===== src/rtl/muldiv_unit.sv =====
// Iterative integer multiply/divide unit: single-cycle registered product,
// restoring radix-2 divide, fast path for divide-by-zero and signed overflow.
module muldiv_unit #(
  parameter int unsigned XLEN = 32
) (
  input  logic            clk,
  input  logic            rst_n,
  input  logic            start,
  input  logic [2:0]      op,
  input  logic [XLEN-1:0] a,
  input  logic [XLEN-1:0] b,
  input  logic            flush,
  output logic            busy,
  output logic            valid,
  output logic [XLEN-1:0] result
);

  localparam logic [1:0] IDLE = 2'd0;
  localparam logic [1:0] MUL  = 2'd1;
  localparam logic [1:0] DIV  = 2'd2;
  localparam logic [1:0] DONE = 2'd3;

  localparam int unsigned CW = $clog2(XLEN) + 1;
  localparam logic [XLEN-1:0] MOST_NEG = {1'b1, {(XLEN-1){1'b0}}};

  logic [1:0]        state;
  logic [2:0]        op_q;
  logic [XLEN-1:0]   a_q, b_q;
  logic [XLEN-1:0]   quo, rem, dvsr;
  logic [XLEN-1:0]   result_q;
  logic [2*XLEN-1:0] prod;
  logic [CW-1:0]     cnt;

  // Fast-path decision on the raw request inputs
  logic in_special;
  assign in_special = op[2] && ((b == '0) || (!op[0] && (a == MOST_NEG) && (b == '1)));

  logic q_div_zero, q_ovf;
  assign q_div_zero = (b_q == '0);
  assign q_ovf      = !op_q[0] && (a_q == MOST_NEG) && (b_q == '1);

  // Sign-extend to 2*XLEN so the low half of one unsigned product covers all variants
  logic              a_sx, b_sx;
  logic [2*XLEN-1:0] a_w, b_w, prod_full;
  assign a_sx      = (op_q[1:0] == 2'b01) || (op_q[1:0] == 2'b10);
  assign b_sx      = (op_q[1:0] == 2'b01);
  assign a_w       = {{XLEN{a_sx & a_q[XLEN-1]}}, a_q};
  assign b_w       = {{XLEN{b_sx & b_q[XLEN-1]}}, b_q};
  assign prod_full = a_w * b_w;

  logic            div_signed, a_neg, b_neg;
  logic [XLEN-1:0] a_mag, b_mag, q_fix, r_fix;
  logic [XLEN:0]   shifted, diff;
  assign div_signed = !op_q[0];
  assign a_neg      = div_signed & a_q[XLEN-1];
  assign b_neg      = div_signed & b_q[XLEN-1];
  assign a_mag      = a_neg ? -a_q : a_q;
  assign b_mag      = b_neg ? -b_q : b_q;
  assign shifted    = {rem, quo[XLEN-1]};
  assign diff       = shifted - {1'b0, dvsr};
  assign q_fix      = (a_neg ^ b_neg) ? -quo : quo;
  assign r_fix      = a_neg ? -rem : rem;

  logic [XLEN-1:0] done_result;
  always_comb begin
    done_result = '0;
    if (!op_q[2])
      done_result = (op_q[1:0] == 2'b00) ? prod[XLEN-1:0] : prod[2*XLEN-1:XLEN];
    else if (q_div_zero)
      done_result = op_q[1] ? a_q : '1;
    else if (q_ovf)
      done_result = op_q[1] ? '0 : a_q;
    else
      done_result = op_q[1] ? r_fix : q_fix;
  end

  assign busy   = (state != IDLE);
  // Valid and the new result are presented combinationally in DONE so a late flush can still cancel them
  assign valid  = (state == DONE) && !flush;
  assign result = valid ? done_result : result_q;

  always_ff @(posedge clk or negedge rst_n) begin
    if (!rst_n) begin
      state    <= IDLE;
      op_q     <= '0;
      a_q      <= '0;
      b_q      <= '0;
      quo      <= '0;
      rem      <= '0;
      dvsr     <= '0;
      prod     <= '0;
      cnt      <= '0;
      result_q <= '0;
    end else if (flush) begin
      state <= IDLE;
    end else begin
      case (state)
        IDLE: begin
          if (start) begin
            op_q  <= op;
            a_q   <= a;
            b_q   <= b;
            cnt   <= '0;
            state <= (!op[2] || in_special) ? MUL : DIV;
          end
        end
        MUL: begin
          prod  <= prod_full;
          state <= DONE;
        end
        DIV: begin
          if (cnt == '0) begin
            quo  <= a_mag;
            rem  <= '0;
            dvsr <= b_mag;
          end else if (!diff[XLEN]) begin
            rem <= diff[XLEN-1:0];
            quo <= {quo[XLEN-2:0], 1'b1};
          end else begin
            rem <= shifted[XLEN-1:0];
            quo <= {quo[XLEN-2:0], 1'b0};
          end
          cnt <= cnt + CW'(1);
          if (cnt == CW'(XLEN)) state <= DONE;
        end
        DONE: begin
          result_q <= done_result;
          state    <= IDLE;
        end
        default: state <= IDLE;
      endcase
    end
  end

endmodule


===== config.mk =====
export PLATFORM = sky130hd
export DESIGN_NAME = muldiv_unit
export DESIGN_NICKNAME = d
export VERILOG_FILES = /design/src/rtl/muldiv_unit.sv
export SDC_FILE = /design/constraint.sdc
export NUM_CORES = 2
export LEC_CHECK = 0
export ABC_AREA = 1
export CORE_MARGIN = 2
export CORE_UTILIZATION = 61
export CTS_CLUSTER_DIAMETER = 40
export CTS_CLUSTER_SIZE = 24
export DETAILED_ROUTE_END_ITERATION = 6
export DONT_BUFFER_PORTS = 1
export GPL_ROUTABILITY_DRIVEN = 0
export GPL_TIMING_DRIVEN = 0
export PLACE_DENSITY = 0.77
export SLEW_MARGIN = 20
export SYNTH_ARGS = -nofsm -noshare
export SYNTH_HDL_FRONTEND = slang
export SYNTH_SLANG_ARGS = --single-unit

===== constraint.sdc =====
create_clock -name clk -period 10.7 [get_ports clk]
set_input_delay 1.07 -clock clk [delete_from_list [all_inputs] [get_ports clk]]
set_output_delay 1.07 -clock clk [all_outputs]
set_load 0.03 [all_outputs]

==> results.md <==
- Drt total wl: approximately 230 mm
- Compound-gate portion of the synthesized area: 5.978%
- First-pass GRT wire length: 338.7 mm
- ANT nets after route: 0
- Minimum clock period: a little over 10 ns
- Crit end category: flop
- # port buffers: 0
- CP arrival: 10.87 ns
- Avg Cell Area, Syn: 7.539 µm²
- FMAX: 96.42 MHz
- Largest family of logic cells by synthesized area: adder cells
- Drt wl/cell: 25.08 µm
- Layout cells sized above 1: 3.438%
- Multi-input gate area: 42800 µm²
- Slew headroom: -3.239%
- Crit path depth: 33
- Final hold vios: 0
- IO Pins: 105
- Tightest Hold Check Type: in2async
- Ys async rst share: 100.0%
- Synth Area in Adders: 44.35%
- DRT iter0 DRCs: 8375
- Skew final: 0.01755 ns
- Syn. warnings: 0
- Commonest cells after routing, fill and taps aside: nand2_1, inv_1, fa_1
- Mux share of post-synthesis cell area: 0%
- Via count of the first global-routing pass: ~55000
- Critical Path Slowest Stage Cell: fa_2
- Clk_lat worst skew: approximately 0.63 ns
- CTS tree: yes
- Layout Cells excl Fill: 9046
- CP Max Fanout: 12
- Vias/cell: between 6 and 7
- Layout filler cell count: 8237
- Synth area leader: fa_1
- Final setup viols: 0
- Top cells by area, synth: fa_1, nand2_1, inv_1
- Simple-gate area share of the yosys netlist: 21.94%
- Seq/Total Area, Yosys: 11.50%
- Pin count of the biggest net entering global routing: 268
- FP Rows: 113
- Starting density of the core: 61.31%
- Pre-Repair DR Iteration Count: 7
- Die Span Y: between 300 and 400 µm
- Post-DP HPWL: 184.2 mm
- #FFs+latches synth: 267
- Core area: between 90000 and 100000 µm²
- Clock root buffer: clkbuf_16
- Clock-pin slew on the worst setup and hold paths: 0.07 ns
- Die Wd: between 300 and 400 µm
- Syn Inst Count: 7704
- Crit-path leading delay family: adder cells
- Crit path top cell by count: inv_1
- Final worst-path cycle share: 96.93%
- CP startpoint kind: flop
- Worst-Margin Slew: 1.543 ns
- Yosys top cell area share: 38.81%
- Nets: 9196
- Max clock buf depth: 3
- Storage element area: 6681 µm²
- Depth of the most critical reg-to-reg path: 33
- Syn Nets: 9158
- Setup CP Type: reg2reg
- Outcome: complete, but fails checks
- Vias: approximately 55000
- Initial antenna violation count: 17
- Cts bufs inserted: 31
- Area Growth Syn to Fin: 4.972%
- Buf/Inv on CP: 12
- Post-Synth XOR/XNOR Area: 1.342%
- Commonest non-fill, non-tap cell in the layout: nand2_1
- Reg2reg start: op_q[1]
- Max-cap violation count: 1
- Fin. max-slew vios: 2
- Failing checks: design-rule violations, max-capacitance violations, max-slew violations
- # clock sinks: approximately 270
- Crit path largest cell delay: 0.81 ns
- Req. time, crit path: 11.20 ns
- H-tree Lvls: 1
- Ys flop type: dfrtp_1
- Distinct cells, synth: 58
- Worst setup path start: op_q[1]
- Total GRT Usage: 47.45%
- Die area: 97690 µm²
- Placed Cells: ~9000
- Drc violations: 182
- Synth Cell Area: 58080 µm²
- Number of synthesized flops with an enable pin: 0
- Unrepaired setup endpoints after global routing: no
- Total gr overflow: 0
[per-layer routing]
layer | wire (µm) | vias up | global-route usage (%)
met1 | 73590 | 26150 | 55.39
li1 | - | 22720 | -
met2 | 90840 | 4560 | 66.88
met5 | 563 | - | 3.337
met3 | 37830 | 1351 | 22.40
met4 | 24020 | 24 | 37.31
[state kept, by name, summed over array words and instances, names as in the netlist]
name	cells
quo	32
dvsr	32
rem	32
cnt	6
op_q	3
state	2
a_q	32
result_q	32
b_q	32
prod	64
[path summary, 6_finish.rpt]
path	end	slack, ns
worst max-delay path	prod[55]	0.33
worst min-delay path	rem[17]	0.15
worst max register to register	prod[55]	0.33
worst min register to register	prod[2]	0.49
max in group asynchronous	prod[62]	9.70
min in group clk	prod[2]	0.49
[cell type report]
class                      count  area share, %
antenna                       15        0.06157
buffer                       365          2.606
clock buffer                  32          1.279
clock inverter                25         0.5336
inverter                    1879          11.59
multi-input combinational   5191          70.21
sequential                   267          10.96
tap                         1265          2.596
timing repair buffer           7         0.1724
[synth_stat cells (2+ instances only)]
cell	instances
or2_1	15
dfrtp_1	267
o22ai_1	10
nor2_8	2
clkbuf_1	177
o21a_1	7
a21boi_0	7
nor4_1	21
nand2_1	2096
o21ai_1	59
nand3_2	9
buf_6	12
nand3b_1	16
buf_2	49
nor2_2	13
clkinv_2	3
nor2_4	5
xnor2_1	28
o21bai_1	19
buf_4	16
nor2_1	425
or2_0	4
nor3_1	41
or2_2	11
nand3_1	342
buf_1	113
nand4_4	3
o211ai_1	17
inv_2	30
nand2_4	2
nand2_2	10
a21oi_1	157
nor3b_1	3
a21o_1	14
fa_1	1126
o221ai_1	24
nor3_2	5
a31oi_1	19
ha_1	257
inv_1	1844
nand4_1	59
o21ai_0	291
xor2_1	61
[logic make-up (layout without fill, tap and decap cells)]
group                      count (synthesis)  count (layout)
AOI/OAI and AO/OA                        631             631
xor gates and xnor gates                  89              89
adders and majority gates               1383            1383
buffers and inverters                   2246            2308
DFF                                      267             267
other                                      0              15
and+or+nand+nor                         3088            3088
[metrics by stage]
step / instance area (µm²) / hold slack, ns / utilization [%] / TNS, ns / setup slack [ns]
floorplan: 58080 / 0.4492 / - / 0 / 2.190
global placement: 59660 / 0.4657 / 62.98 / -0.7171 / -0.1888
detailed placement: 59660 / 0.4687 / 62.98 / -3.844 / -0.4068
CTS: 60770 / 0.1376 / 64.15 / 0 / 0.06386
global route: 60930 / 0.1409 / 64.32 / 0 / 0.1290
finish: 60970 / 0.1493 / 64.36 / 0 / 0.3288
[repair_timing]
item,4_1_cts,5_1_grt
buffers inserted,0,0
hold buffers,0,0
setup endpoints to repair,14,25
resized for setup,2,10
Power is not shown: default switching activity piles up to over one toggle a cycle in this logic, so the estimate is an artifact.
